==> src/rtl/ps2_host_tx.sv <==
`default_nettype none
// ============================================================================
//  Module   : ps2_host_tx
//  Purpose  : Host-to-device PS/2 command transmitter (inhibit, request,
//             bit-serial send on device clock, ack sample, idle wait).
//  Revision : 1.0  initial release
// ============================================================================
module ps2_host_tx #(
    parameter int INHIBIT_CYCLES = 5000,
    parameter int TIMEOUT_CYCLES = 750000
) (
    input  logic       clk,
    input  logic       resetn,
    input  logic [7:0] tx_data,
    input  logic       tx_valid,
    output logic       tx_ready,
    input  logic       ps2_clk_in,
    input  logic       ps2_data_in,
    output logic       ps2_clk_oe,
    output logic       ps2_data_oe,
    output logic       busy,
    output logic       done,
    output logic       ack_ok,
    output logic       err
);

    localparam logic [2:0] c_ST_IDLE     = 3'd0;
    localparam logic [2:0] c_ST_INHIBIT  = 3'd1;
    localparam logic [2:0] c_ST_REQ      = 3'd2;
    localparam logic [2:0] c_ST_XFER     = 3'd3;
    localparam logic [2:0] c_ST_WAITIDLE = 3'd4;

    localparam int c_MAX_CNT = (INHIBIT_CYCLES > TIMEOUT_CYCLES) ? INHIBIT_CYCLES : TIMEOUT_CYCLES;
    localparam int c_CNT_W   = $clog2(c_MAX_CNT + 1);
    localparam logic [c_CNT_W-1:0] c_INH_LAST = c_CNT_W'(INHIBIT_CYCLES - 1);
    localparam logic [c_CNT_W-1:0] c_TO_LAST  = c_CNT_W'(TIMEOUT_CYCLES - 1);

    logic [2:0]         r_state;
    logic [c_CNT_W-1:0] r_cnt;
    logic [3:0]         r_n;
    logic [7:0]         r_data;
    logic               r_par;
    logic               r_clk_meta, r_clk_sync, r_clk_prev;
    logic               r_data_meta, r_data_sync;
    logic               r_clk_oe, r_data_oe, r_done, r_ack_ok, r_err;

    logic               w_accept;
    logic               w_fall;
    logic               w_timeout;
    logic [3:0]         w_n_next;

    // tx_ready stays low during the done pulse so a held tx_valid re-accepts one cycle later
    assign tx_ready    = (r_state == c_ST_IDLE) && !r_done;
    assign busy        = (r_state != c_ST_IDLE);
    assign w_accept    = tx_valid && tx_ready;
    assign w_fall      = r_clk_prev && !r_clk_sync;
    assign w_timeout   = (r_cnt == c_TO_LAST);
    assign w_n_next    = r_n + 4'd1;

    assign ps2_clk_oe  = r_clk_oe;
    assign ps2_data_oe = r_data_oe;
    assign done        = r_done;
    assign ack_ok      = r_ack_ok;
    assign err         = r_err;

    always_ff @(posedge clk) begin
        if (!resetn) begin
            r_state     <= c_ST_IDLE;
            r_cnt       <= '0;
            r_n         <= 4'd0;
            r_data      <= 8'd0;
            r_par       <= 1'b0;
            r_clk_meta  <= 1'b1;
            r_clk_sync  <= 1'b1;
            r_clk_prev  <= 1'b1;
            r_data_meta <= 1'b1;
            r_data_sync <= 1'b1;
            r_clk_oe    <= 1'b0;
            r_data_oe   <= 1'b0;
            r_done      <= 1'b0;
            r_ack_ok    <= 1'b0;
            r_err       <= 1'b0;
        end else begin
            r_clk_meta  <= ps2_clk_in;
            r_clk_sync  <= r_clk_meta;
            r_clk_prev  <= r_clk_sync;
            r_data_meta <= ps2_data_in;
            r_data_sync <= r_data_meta;
            r_done      <= 1'b0;
            r_err       <= 1'b0;

            case (r_state)
                c_ST_IDLE: begin
                    r_clk_oe  <= 1'b0;
                    r_data_oe <= 1'b0;
                    if (w_accept) begin
                        r_state  <= c_ST_INHIBIT;
                        r_data   <= tx_data;
                        r_par    <= ~^tx_data;
                        r_ack_ok <= 1'b0;
                        r_clk_oe <= 1'b1;
                        r_cnt    <= '0;
                    end
                end
                c_ST_INHIBIT: begin
                    if (r_cnt == c_INH_LAST) begin
                        r_state   <= c_ST_REQ;
                        r_data_oe <= 1'b1;
                    end else begin
                        r_cnt <= r_cnt + 1'b1;
                    end
                end
                c_ST_REQ: begin
                    r_state  <= c_ST_XFER;
                    r_clk_oe <= 1'b0;
                    r_n      <= 4'd0;
                    r_cnt    <= '0;
                end
                c_ST_XFER: begin
                    if (w_timeout) begin
                        r_state   <= c_ST_IDLE;
                        r_clk_oe  <= 1'b0;
                        r_data_oe <= 1'b0;
                        r_err     <= 1'b1;
                    end else begin
                        r_cnt <= r_cnt + 1'b1;
                        if (w_fall) begin
                            r_n <= w_n_next;
                            if (w_n_next <= 4'd8) begin
                                r_data_oe <= ~r_data[r_n[2:0]];
                            end else if (w_n_next == 4'd9) begin
                                r_data_oe <= ~r_par;
                            end else if (w_n_next == 4'd10) begin
                                r_data_oe <= 1'b0;
                            end else begin
                                r_ack_ok  <= ~r_data_sync;
                                r_data_oe <= 1'b0;
                                r_state   <= c_ST_WAITIDLE;
                            end
                        end
                    end
                end
                c_ST_WAITIDLE: begin
                    r_clk_oe  <= 1'b0;
                    r_data_oe <= 1'b0;
                    if (w_timeout) begin
                        r_state <= c_ST_IDLE;
                        r_err   <= 1'b1;
                    end else begin
                        r_cnt <= r_cnt + 1'b1;
                        if (r_clk_sync && r_data_sync) begin
                            r_done  <= 1'b1;
                            r_state <= c_ST_IDLE;
                        end
                    end
                end
                default: begin
                    r_state   <= c_ST_IDLE;
                    r_clk_oe  <= 1'b0;
                    r_data_oe <= 1'b0;
                end
            endcase
        end
    end

endmodule
`default_nettype wire
==> config.mk <==
export PLATFORM = sky130hd
export DESIGN_NAME = ps2_host_tx
export DESIGN_NICKNAME = d
export VERILOG_FILES = /design/src/rtl/ps2_host_tx.sv
export SDC_FILE = /design/constraint.sdc
export NUM_CORES = 1
export LEC_CHECK = 0
export ABC_AREA = 0
export BUFFER_PORTS_ARGS = -buffer_cell sky130_fd_sc_hd__buf_4
export CAP_MARGIN = 20
export CORE_AREA = 5 5 100 102
export CTS_CLUSTER_DIAMETER = 100
export CTS_CLUSTER_SIZE = 28
export DETAILED_ROUTE_END_ITERATION = 10
export DIE_AREA = 0 0 105 107
export SETUP_SLACK_MARGIN = 0.02
export SYNTH_ARGS = -nofsm -noshare
export SYNTH_HDL_FRONTEND = slang
export SYNTH_SLANG_ARGS = --single-unit
==> constraint.sdc <==
create_clock -name clk -period 2.4 [get_ports clk]
set_clock_uncertainty 0.15 [all_clocks]
set_input_delay 0.36 -clock clk [delete_from_list [all_inputs] [get_ports clk]]
set_output_delay 0.36 -clock clk [all_outputs]
set_load 0.05 [all_outputs]
==> results of run 1 <==
-- where the power goes --
group          switching (mW)  total, mW  internal, mW
clock                   0.261      0.461         0.200
sequential             0.0110      0.792         0.781
combinational           0.104      0.178        0.0739
total                   0.376       1.43          1.06
-- through the flow --
step | power [mW] | util [%] | setup slack [ns] | instances
5_1_grt | 1.507 | 33.59 | 0.02847 | 459
3_3_place_gp | 0.9861 | 32.54 | 0.2229 | 452
6_report | 1.431 | 33.59 | 0.1462 | 459
3_5_place_dp | 0.9889 | 32.54 | 0.1454 | 452
4_1_cts | 1.449 | 33.43 | 0.1203 | 459
2_1_floorplan | 0.9358 | - | 0.1350 | 327
-- worst max-delay path: stages, from the launching register on --
cell and delay (ns):
dfxtp_1 0.36, ha_1 0.24, nor4b_4 0.15, and3_1 0.19, a41o_1 0.24, a31o_4 0.32, a211oi_1 0.32, mux2i_1 0.22
-- sequential cells by signal, summed over array words and instances (netlist names) --
name and cells:
ack_ok 1, done 1, err 1, ps2_clk_oe 1
ps2_data_oe 1, r_clk_meta 1, r_clk_prev 1, r_clk_sync 1
r_cnt 20, r_data 8, r_data_meta 1, r_data_sync 1
r_n 4, r_par 1, r_state 3
-- cells by family after synthesis --
logic type | Yosys count | share of synthesized area [%]
adder cells (fa/ha/maj) | 4 | 1.890
multiplexers | 11 | 5.102
XOR/XNOR | 8 | 2.645
AND/OR/NAND/NOR | 149 | 29.15
buffers and inverters | 28 | 5.054
AO/OA/AOI/OAI | 81 | 21.40
flip-flops | 46 | 34.77
-- final cells by class --
type,count,area [µm²],area share [%]
repair buffers,33,247.7,8.175
multi-input cells,253,1609,53.10
clock inverters,1,7.507,0.2477
flip-flops and latches,46,920.9,30.39
inverters,9,33.78,1.115
clock buffers,6,72.57,2.395
well taps,111,138.9,4.583
-- cell usage after synthesis, types with 3 or more instances --
| library cell | number | share of area (%) |
|---|---|---|
| or3_1 | 10 | 2.4 |
| a31oi_1 | 6 | 1.4 |
| a21oi_1 | 23 | 4.3 |
| nand2b_1 | 10 | 2.4 |
| o21a_1 | 3 | 0.85 |
| clkbuf_1 | 11 | 1.6 |
| inv_1 | 8 | 1.1 |
| o221a_2 | 3 | 1.3 |
| buf_2 | 5 | 0.94 |
| nand4_1 | 5 | 1.2 |
| nand3_1 | 15 | 2.8 |
| nor3_1 | 6 | 1.1 |
| mux2i_1 | 9 | 3.4 |
| a21oi_2 | 4 | 1.3 |
| and3_1 | 5 | 1.2 |
| nor2b_1 | 5 | 1.2 |
| dfxtp_1 | 46 | 35 |
| a2111o_1 | 3 | 1.3 |
| ha_1 | 4 | 1.9 |
| nor2_1 | 20 | 2.8 |
| o21ai_0 | 12 | 2.3 |
| nand2_1 | 55 | 7.8 |
| o21ai_1 | 5 | 0.94 |
| xnor2_1 | 8 | 2.6 |
| nor4_1 | 3 | 0.71 |
-- routing by layer --
| layer | wire [µm] | GRT usage (%) | part of all wire (%) | vias to the layer above |
|---|---|---|---|---|
| met3 | 205 | 2.047 | 3.3 | 8 |
| met5 | 0 | 0 | 0 | - |
| met2 | 3022 | 19.15 | 49 | 34 |
| met4 | 71 | 3.105 | 1.2 | 0 |
| met1 | 2862 | 15.12 | 46 | 1136 |
| li1 | - | - | - | 1217 |
-- final timing paths --
path | startpoint | end | slack [ns] | depth (start not counted)
min | ps2_data_in | r_data_meta | 0.09 | 2
min reg2reg | r_data_meta | r_data_sync | 0.26 | 1
max reg2reg | r_cnt[0] | r_cnt[5] | 0.15 | 7
max | r_cnt[0] | r_cnt[5] | 0.15 | 7
==> impl_results.md, run 1 <==
* Clock transition at path regs at 0.09 ns
* DR DRC count at 0
* Asr flop ratio synth at 0%
* Die height at 107 µm
* Cell count after synthesis at 327
* Critical-path maximum fanout at 16
* Boundary pin count at 20
* Clk Latency, worst-skew pair at 0.30 ns
* Core footprint at 0.009021 mm²
* Antenna violations before repair at 0
* GRT overflow at 0
* Post-CTS Setup Bufs at 0
* Worst IR Drop VDD at about 0.00022 V
* Startpoint types: flop
* Most frequent cells in the layout: 55 x nand2_1, 46 x dfxtp_1, 33 x buf_4
* Yosys warns at 0
* Die width at 105 µm
* Area Growth Syn to Fin at 14.41%
* Initial Util at 29.36%
* Routability cong. at 0.8191
* CTS Buffer Depth at 2
* Vias/cell at 5.218
* Max-slew headroom at between 60% and 70%
* Commonest non-fill, non-tap cell in the layout: nand2_1
* CTS Sinks at 46
* FMAX at about 440 MHz
* Root Driver: clkbuf_8
* Crit end category: flop
* Largest net degree at the start of global routing at 21
* Max_cap viols at 0
* Power density over the cells at 472.2 mW/mm²
* CTS tree: done
* Final setup viols at 0
* DR vias at 2395
* Status: finished, final reports clean
* Cell Area, Synth at 0.002649 mm²
* Final ANT Viol Nets at 0
* Fin nets at 365
* HPWL Detailed at ~4700 µm
* First-pass GRT wire length at around 11000 µm
* Setup CP Type: reg -> reg
* CP required at 2.48 ns
* Worst min-delay path class: in -> reg
* Routed wire length at 6161 µm
* Pins Over Slew Limit at 0
* Hold-fix buffers at CTS at 0
* Number of synthesized register bits at 46
* Initial DRC Count at 132
* Hold_ws at 0.09405 ns
* Mapped Avg Cell Area at 8.100 µm²
* Distinct cells, synth at 64
* Tightest Pin Transition at 0.5352 ns
* Syn nets at 344
* Number of enable flip-flop cells after synthesis at 0
* WP data arrival at 2.33 ns
* Post-synthesis sequential area ratio at 34.77%
* Fraction of layout cells with a size suffix above 1 at 17.24%
* Port buffer count at 19
* Area after DPL at around 0.003 mm²
* FILL cells at 944
* RSZ-0062 raised after global routing: false
* Final period util at 93.91%
* DR WL/cell at 13.42 µm
* GRT Util Overall at between 10 and 15%
* Final Cell Area at 0.003030 mm²
* Setup TNS Final at 0 ns
* Post-cts resize count at 0
* Crit path time final at ~2.3 ns
* DR pass1 iterations at 4
* Final Hold Vio Count at 0
* Ys flop type: dfxtp_1
* Static Leak at 1.054 nW
* Site Rows at 35
* Die area at 0.01124 mm²
* N_diodes at 0
* H-Tree Depth at 2
* Vias in the first global route at 2277
* CTS Buf Count at 5
(Power assumes the default switching activity.)
==> run 2: changes to the inputs <==
==> constraint.sdc (replaced) <==
create_clock -name clk -period 2 [get_ports clk]
set_clock_uncertainty 0.15 [all_clocks]
set_input_delay 0.3 -clock clk [delete_from_list [all_inputs] [get_ports clk]]
set_output_delay 0.3 -clock clk [all_outputs]
set_load 0.01 [all_outputs]
==> impl_results.md, run 2 (synthesis gave the netlist of run 1 again) <==
* FF-to-FF Start: r_cnt[1] (was r_cnt[0])
* Max-slew headroom at 55.56% (was 64.25%)
* Max_cap viols at 0 (unchanged)
* Largest register FFs at 20 (unchanged)
* Crit-path cells: ha_4 -> nor4b_4 -> nand2_1 -> o21ai_2 -> a31oi_2 -> nor2_2 -> o221a_2 (was ha_1 -> nor4b_4 -> and3_1 -> a41o_1 -> a31o_4 -> a211oi_1 -> mux2i_1)
* Tightest Pin Transition at 0.6642 ns (was 0.5352 ns)
* Hold-fix buffers at CTS at 0 (unchanged)
* DR DRC count at 0 (unchanged)
* Final period util at 105.2% (was 93.91%)
* Antenna violations before repair at 0 (unchanged)
* N_diodes at 0 (unchanged)
* Fin nets at 398 (was 365)
* WP data arrival at 2.19 ns (was 2.33 ns)
* Die height at 107 µm (unchanged)
* Commonest non-fill, non-tap cell in the layout: buf_4 (was nand2_1)
* Routed wire length at 7016 µm (was 6161 µm)
* Initial DRC Count at 200 (was 132)
* Status: finished, violations left (was finished, final reports clean)
* H-Tree Depth at 2 (unchanged)
* Slowest stage delay, CP at 0.36 ns (about the same)
* Flop2flop setup slack at -0.10 ns (was 0.15 ns)
* Clock transition at path regs at 0.08 ns (was 0.09 ns)
* Largest net degree at the start of global routing at 19 (was 21)
* Slowest cell on the critical path: dfxtp_2 (was dfxtp_1)
* Vias in the first global route at 2459 (was 2277)
* Core footprint at 0.009021 mm² (unchanged)
* Clk Latency, worst-skew pair at 0.30 ns (about the same)
* CTS Sinks at 46 (unchanged)
* DR vias at 2594 (was 2395)
* Root Driver: clkbuf_8 (unchanged)
* Hold Crit Start: ps2_data_in (unchanged)
* Boundary pin count at 20 (unchanged)
* R2R cell count at 7 (unchanged)
* CP required at 2.09 ns (was 2.48 ns)
* Area after DPL at 0.003182 mm² (was 0.002935 mm²)
* CTS tree: done (unchanged)
* Die area at 0.01124 mm² (unchanged)
* Total power at 1.894 mW (was 1.431 mW)
* HPWL Detailed at 5002 µm (was 4674 µm)
* Most frequent cells in the layout: 60 x buf_4, 55 x nand2_1, 41 x dfxtp_1 (was 55 x nand2_1, 46 x dfxtp_1, 33 x buf_4)
* Pins Over Slew Limit at 0 (unchanged)
* Initial Util at 29.36% (unchanged)
* RSZ-0062 raised after global routing: true (was false)
* Reg with most FFs: r_cnt (unchanged)
* Area Growth Syn to Fin at 29.81% (was 14.41%)
* Worst setup margin at -0.1044 ns (was 0.1462 ns)
* Final Cell Area at 0.003438 mm² (was 0.003030 mm²)
* FILL cells at 919 (was 944)
* Startpoint types: flop (unchanged)
* Power density over the cells at 550.9 mW/mm² (was 472.2 mW/mm²)
* Top flop regs: r_cnt x20, r_data x8, r_n x4 (unchanged)
* DR pass1 iterations at 4 (unchanged)
* Final ANT Viol Nets at 0 (unchanged)
* CTS Buffer Depth at 2 (unchanged)
* Site Rows at 35 (unchanged)
* Crit end category: flop (unchanged)
* Static Leak at 1.264 nW (was 1.054 nW)
* Port buffer count at 19 (unchanged)
* CTS Buf Count at 5 (unchanged)
* Final setup viols at 24 (was 0)
* Hold Path End: r_data_meta (unchanged)
* Final Hold Vio Count at 0 (unchanged)
* FF-to-FF End: r_cnt[3] (was r_cnt[5])
* GRT Util Overall at 12.61% (was 11.44%)
* Worst min-delay path class: in -> reg (unchanged)
* Die width at 105 µm (unchanged)
* Crit path time final at 2.104 ns (was 2.254 ns)
* DR WL/cell at 14.26 µm (was 13.42 µm)
* Critical-path maximum fanout at 5 (was 16)
* Routability cong. at 0.8307 (was 0.8191)
* GRT overflow at 0 (unchanged)
* Failing checks: setup timing
* First-pass GRT wire length at 11790 µm (was 10850 µm)
* Fraction of layout cells with a size suffix above 1 at 29.66% (was 17.24%)
* Hold Path Depth at 2 (unchanged)
* Setup CP Type: reg -> reg (unchanged)
* Worst IR Drop VDD at 0.0003104 V (was 0.0002188 V)
* Vias/cell at 5.272 (was 5.218)
* FMAX at 475.2 MHz (was 443.7 MHz)
==> run 2: changes by cell type in the layout (fill, tap and decap cells not counted), moves of 4 or more <==
cell and delta:
buf_4 +27, buf_6 +4, dfxtp_2 +5, dfxtp_1 -5
==> run 2: layout make-up <==
class                      instances  area [µm²]  area share (%)
sequential                        46       927.1           26.97
multi-input combinational        254        1710           49.75
clock inverter                     1       30.03          0.8734
tap                              111       138.9           4.039
timing repair buffer              65       515.5           14.99
clock buffer                       6       82.58           2.402
inverter                           9       33.78          0.9825
==> run 2: power breakdown <==
| part | switching, mW | internal, mW | total [mW] |
|---|---|---|---|
| clock network | 0.309 | 0.400 | 0.709 |
| logic | 0.126 | 0.109 | 0.234 |
| registers | 0.0131 | 0.938 | 0.951 |
==> run 2: metal layers <==
layer / GRT usage (%) / vias up / part of all wire (%)
li1: - / 1283 / -
met1: 16.08 / 1241 / 45
met2: 21.40 / 57 / 49
met3: 2.047 / 13 / 4.3
met4: 4.566 / 0 / 2.0
met5: 0 / - / 0
==> run 2: how the worst max path moves through the flow <==
stage              start   endpoint  slack, ns
2_1_floorplan   r_cnt[1]  r_cnt[12]       0.04
3_3_place_gp    r_cnt[1]   r_cnt[3]      -0.06
3_5_place_dp   r_cnt[15]  r_cnt[14]      -0.09
4_1_cts         r_cnt[1]  r_cnt[14]      -0.06
5_1_grt        r_cnt[10]   r_cnt[2]      -0.24
6_report        r_cnt[1]   r_cnt[3]      -0.10
==> run 2: stage by stage <==
step	std cells	hold WS (ns)	utilization (%)	setup WS [ns]	setup TNS, ns
finish	492	0.03087	38.11	-0.1044	-1.488
detailed placement	480	0.2511	35.27	-0.08945	-0.6211
global route	492	0.03429	38.11	-0.2421	-4.250
floorplan	327	0.2363	-	0.03929	0
CTS	491	0.02431	37.36	-0.05615	-0.4265
global placement	480	0.2421	35.27	-0.05527	-0.2929
==> run 2: what timing repair did <==
item,in CTS,in global routing
gates cloned,1,0
setup buffers,3,1
setup endpoints to repair,21,27
pin swaps,16,8
gates resized for setup,11,12
==> run 2: worst max-delay path, delay by kind of cell (launching register included) <==
kind,cells,cell delay (ns)
AO/OA/AOI/OAI,3,0.74
flip-flops,1,0.36
adder cells (fa/ha/maj),1,0.14
AND/OR/NAND/NOR,3,0.64
==> run 3: changes to the inputs <==
Settings changed: CTS_BUF_LIST set to sky130_fd_sc_hd__clkbuf_8, REMOVE_ABC_BUFFERS set to 1.
==> impl_results.md, run 3 (synthesis gave the netlist of run 1 again) <==
* Status: finished, violations left (unchanged)
* Failing checks: setup timing (unchanged)
* GRT overflow at 0 (unchanged)
* Die width at 105 µm (unchanged)
* Power density over the cells at 511.5 mW/mm² (was 550.9 mW/mm²)
* Routability cong. at 0.8827 (was 0.8307)
* Port buffer count at 19 (unchanged)
* Initial Util at 29.36% (unchanged)
* Total power at 1.846 mW (was 1.894 mW)
* Root Driver: clkbuf_8 (unchanged)
* Area after DPL at 0.003211 mm² (was 0.003182 mm²)
* Routed wire length at 7613 µm (was 7016 µm)
* CTS tree: done (unchanged)
* DR WL/cell at 15.17 µm (was 14.26 µm)
* Vias in the first global route at 2555 (was 2459)
* Fraction of layout cells with a size suffix above 1 at 36.06% (was 29.66%)
* R2R cell count at 6 (was 7)
* DR DRC count at 0 (unchanged)
* Setup TNS Final at -1.388 ns (was -1.488 ns)
* Fin nets at 407 (was 398)
* Final Cell Area at 0.003610 mm² (was 0.003438 mm²)
* Reg with most FFs: r_cnt (unchanged)
* Final Non-Filler Cells at 502 (was 492)
* First-pass GRT wire length at 12630 µm (was 11790 µm)
* DR pass1 iterations at 4 (unchanged)
* FMAX at 464.4 MHz (was 475.2 MHz)
* Top flop regs: r_cnt x20, r_data x8, r_n x4 (unchanged)
* HPWL Detailed at 5197 µm (was 5002 µm)
* Antenna violations before repair at 0 (unchanged)
* Setup CP Type: reg -> reg (unchanged)
* Commonest non-fill, non-tap cell in the layout: buf_4 (unchanged)
* Vias/cell at 5.225 (was 5.272)
* Max_cap viols at 0 (unchanged)
* Placed Instances at 487 (was 480)
* Area Growth Syn to Fin at 36.28% (was 29.81%)
* CTS Buf Count at 5 (unchanged)
* Static Leak at 1.319 nW (was 1.264 nW)
* Critical-path maximum fanout at 3 (was 5)
* Slowest cell on the critical path: dfxtp_2 (unchanged)
* Clock transition at path regs at 0.10 ns (was 0.08 ns)
* Final period util at 107.7% (was 105.2%)
* CTS Buffer Depth at 2 (unchanged)
* CTS Sinks at 46 (unchanged)
* Die height at 107 µm (unchanged)
* Final ANT Viol Nets at 0 (unchanged)
* Boundary pin count at 20 (unchanged)
* Tightest Pin Transition at 0.4247 ns (was 0.6642 ns)
* Slowest stage delay, CP at 0.35 ns (was 0.36 ns)
* N_diodes at 0 (unchanged)
* Initial DRC Count at 211 (was 200)
* Max-slew headroom at 71.66% (was 55.56%)
* Crit path time final at 2.153 ns (was 2.104 ns)
* Worst min-delay path class: in -> reg (unchanged)
* Hold Crit Start: ps2_data_in (unchanged)
* Core footprint at 0.009021 mm² (unchanged)
* Hold-fix buffers at CTS at 0 (unchanged)
* FF-to-FF End: r_cnt[2] (was r_cnt[3])
* CP required at 2.06 ns (was 2.09 ns)
* Worst setup margin at -0.1534 ns (was -0.1044 ns)
* Hold Path Depth at 2 (unchanged)
* Largest net degree at the start of global routing at 21 (was 19)
* Startpoint types: flop (unchanged)
* Final Util at 40.01% (was 38.11%)
* Largest register FFs at 20 (unchanged)
* Crit end category: flop (unchanged)
* Hold Path End: r_data_meta (unchanged)
* Final setup viols at 19 (was 24)
* Most frequent cells in the layout: 65 x buf_4, 54 x nand2_1, 38 x dfxtp_1 (was 60 x buf_4, 55 x nand2_1, 41 x dfxtp_1)
* Die area at 0.01124 mm² (unchanged)
* Pins Over Slew Limit at 0 (unchanged)
* Worst IR Drop VDD at 0.0002853 V (was 0.0003104 V)
* Clk Latency, worst-skew pair at 0.31 ns (was 0.30 ns)
* Site Rows at 35 (unchanged)
* Hold_ws at 0.009708 ns (was 0.03087 ns)
* Crit-path cells: nor4b_4 -> nand4_1 -> o211ai_1 -> nor3b_4 -> nor2b_1 -> o221a_2 (was ha_4 -> nor4b_4 -> nand2_1 -> o21ai_2 -> a31oi_2 -> nor2_2 -> o221a_2)
* RSZ-0062 raised after global routing: true (unchanged)
* Final Hold Vio Count at 0 (unchanged)
* FF-to-FF Start: r_cnt[11] (was r_cnt[1])
* WP buf/inv at 0 (unchanged)
* DR vias at 2623 (was 2594)
* Flop2flop setup slack at -0.15 ns (was -0.10 ns)
* GRT Util Overall at 13.44% (was 12.61%)
* H-Tree Depth at 2 (unchanged)
* WP data arrival at 2.21 ns (was 2.19 ns)
* Cell family with most CP delay: simple AND/OR/NAND/NOR gates (was compound AO/OA/AOI/OAI gates)
* Post-Place Setup Slack at -0.1414 ns (was -0.08945 ns)
[run 3: repair_timing]
item / in CTS / in global routing
cloned: 1 / 0
gates resized for setup: 22 / 39
buffers inserted: 3 / 6
endpoints found under the setup margin: 26 / 31
pin swaps: 9 / 22
[run 3: where the power goes]
part	total (mW)	switching (mW)	internal, mW
logic	0.261	0.137	0.123
registers	0.951	0.0138	0.937
clock network	0.635	0.374	0.260
total	1.85	0.525	1.32
[run 3: worst max-delay path by stage]
stage / cells after the start / from / end
detailed placement: 7 / r_cnt[0] / r_cnt[18]
finish: 6 / r_cnt[11] / r_cnt[2]
CTS: 7 / r_cnt[10] / r_cnt[16]
global route: 6 / r_cnt[11] / r_cnt[2]
floorplan: 7 / r_cnt[0] / r_cnt[18]
global placement: 7 / r_cnt[0] / r_cnt[18]
[run 3: final cells by class]
class | instances | area, µm²
Timing Repair Buffer | 74 | 598.1
Sequential cell | 46 | 933.4
Fill cell | 911 | 5411
Tap cell | 111 | 138.9
Clock buffer | 5 | 68.82
Multi-Input combinational cell | 254 | 1810
Inverter | 9 | 33.78
Clock inverter | 3 | 26.28
[run 3: layer usage]
metal	GRT usage, %	share of wire, %	routed length, µm
met5	0	0	0
met2	22.39	48	3679
met1	17.30	48	3619
met4	5.662	1.9	145
met3	1.927	2.2	168
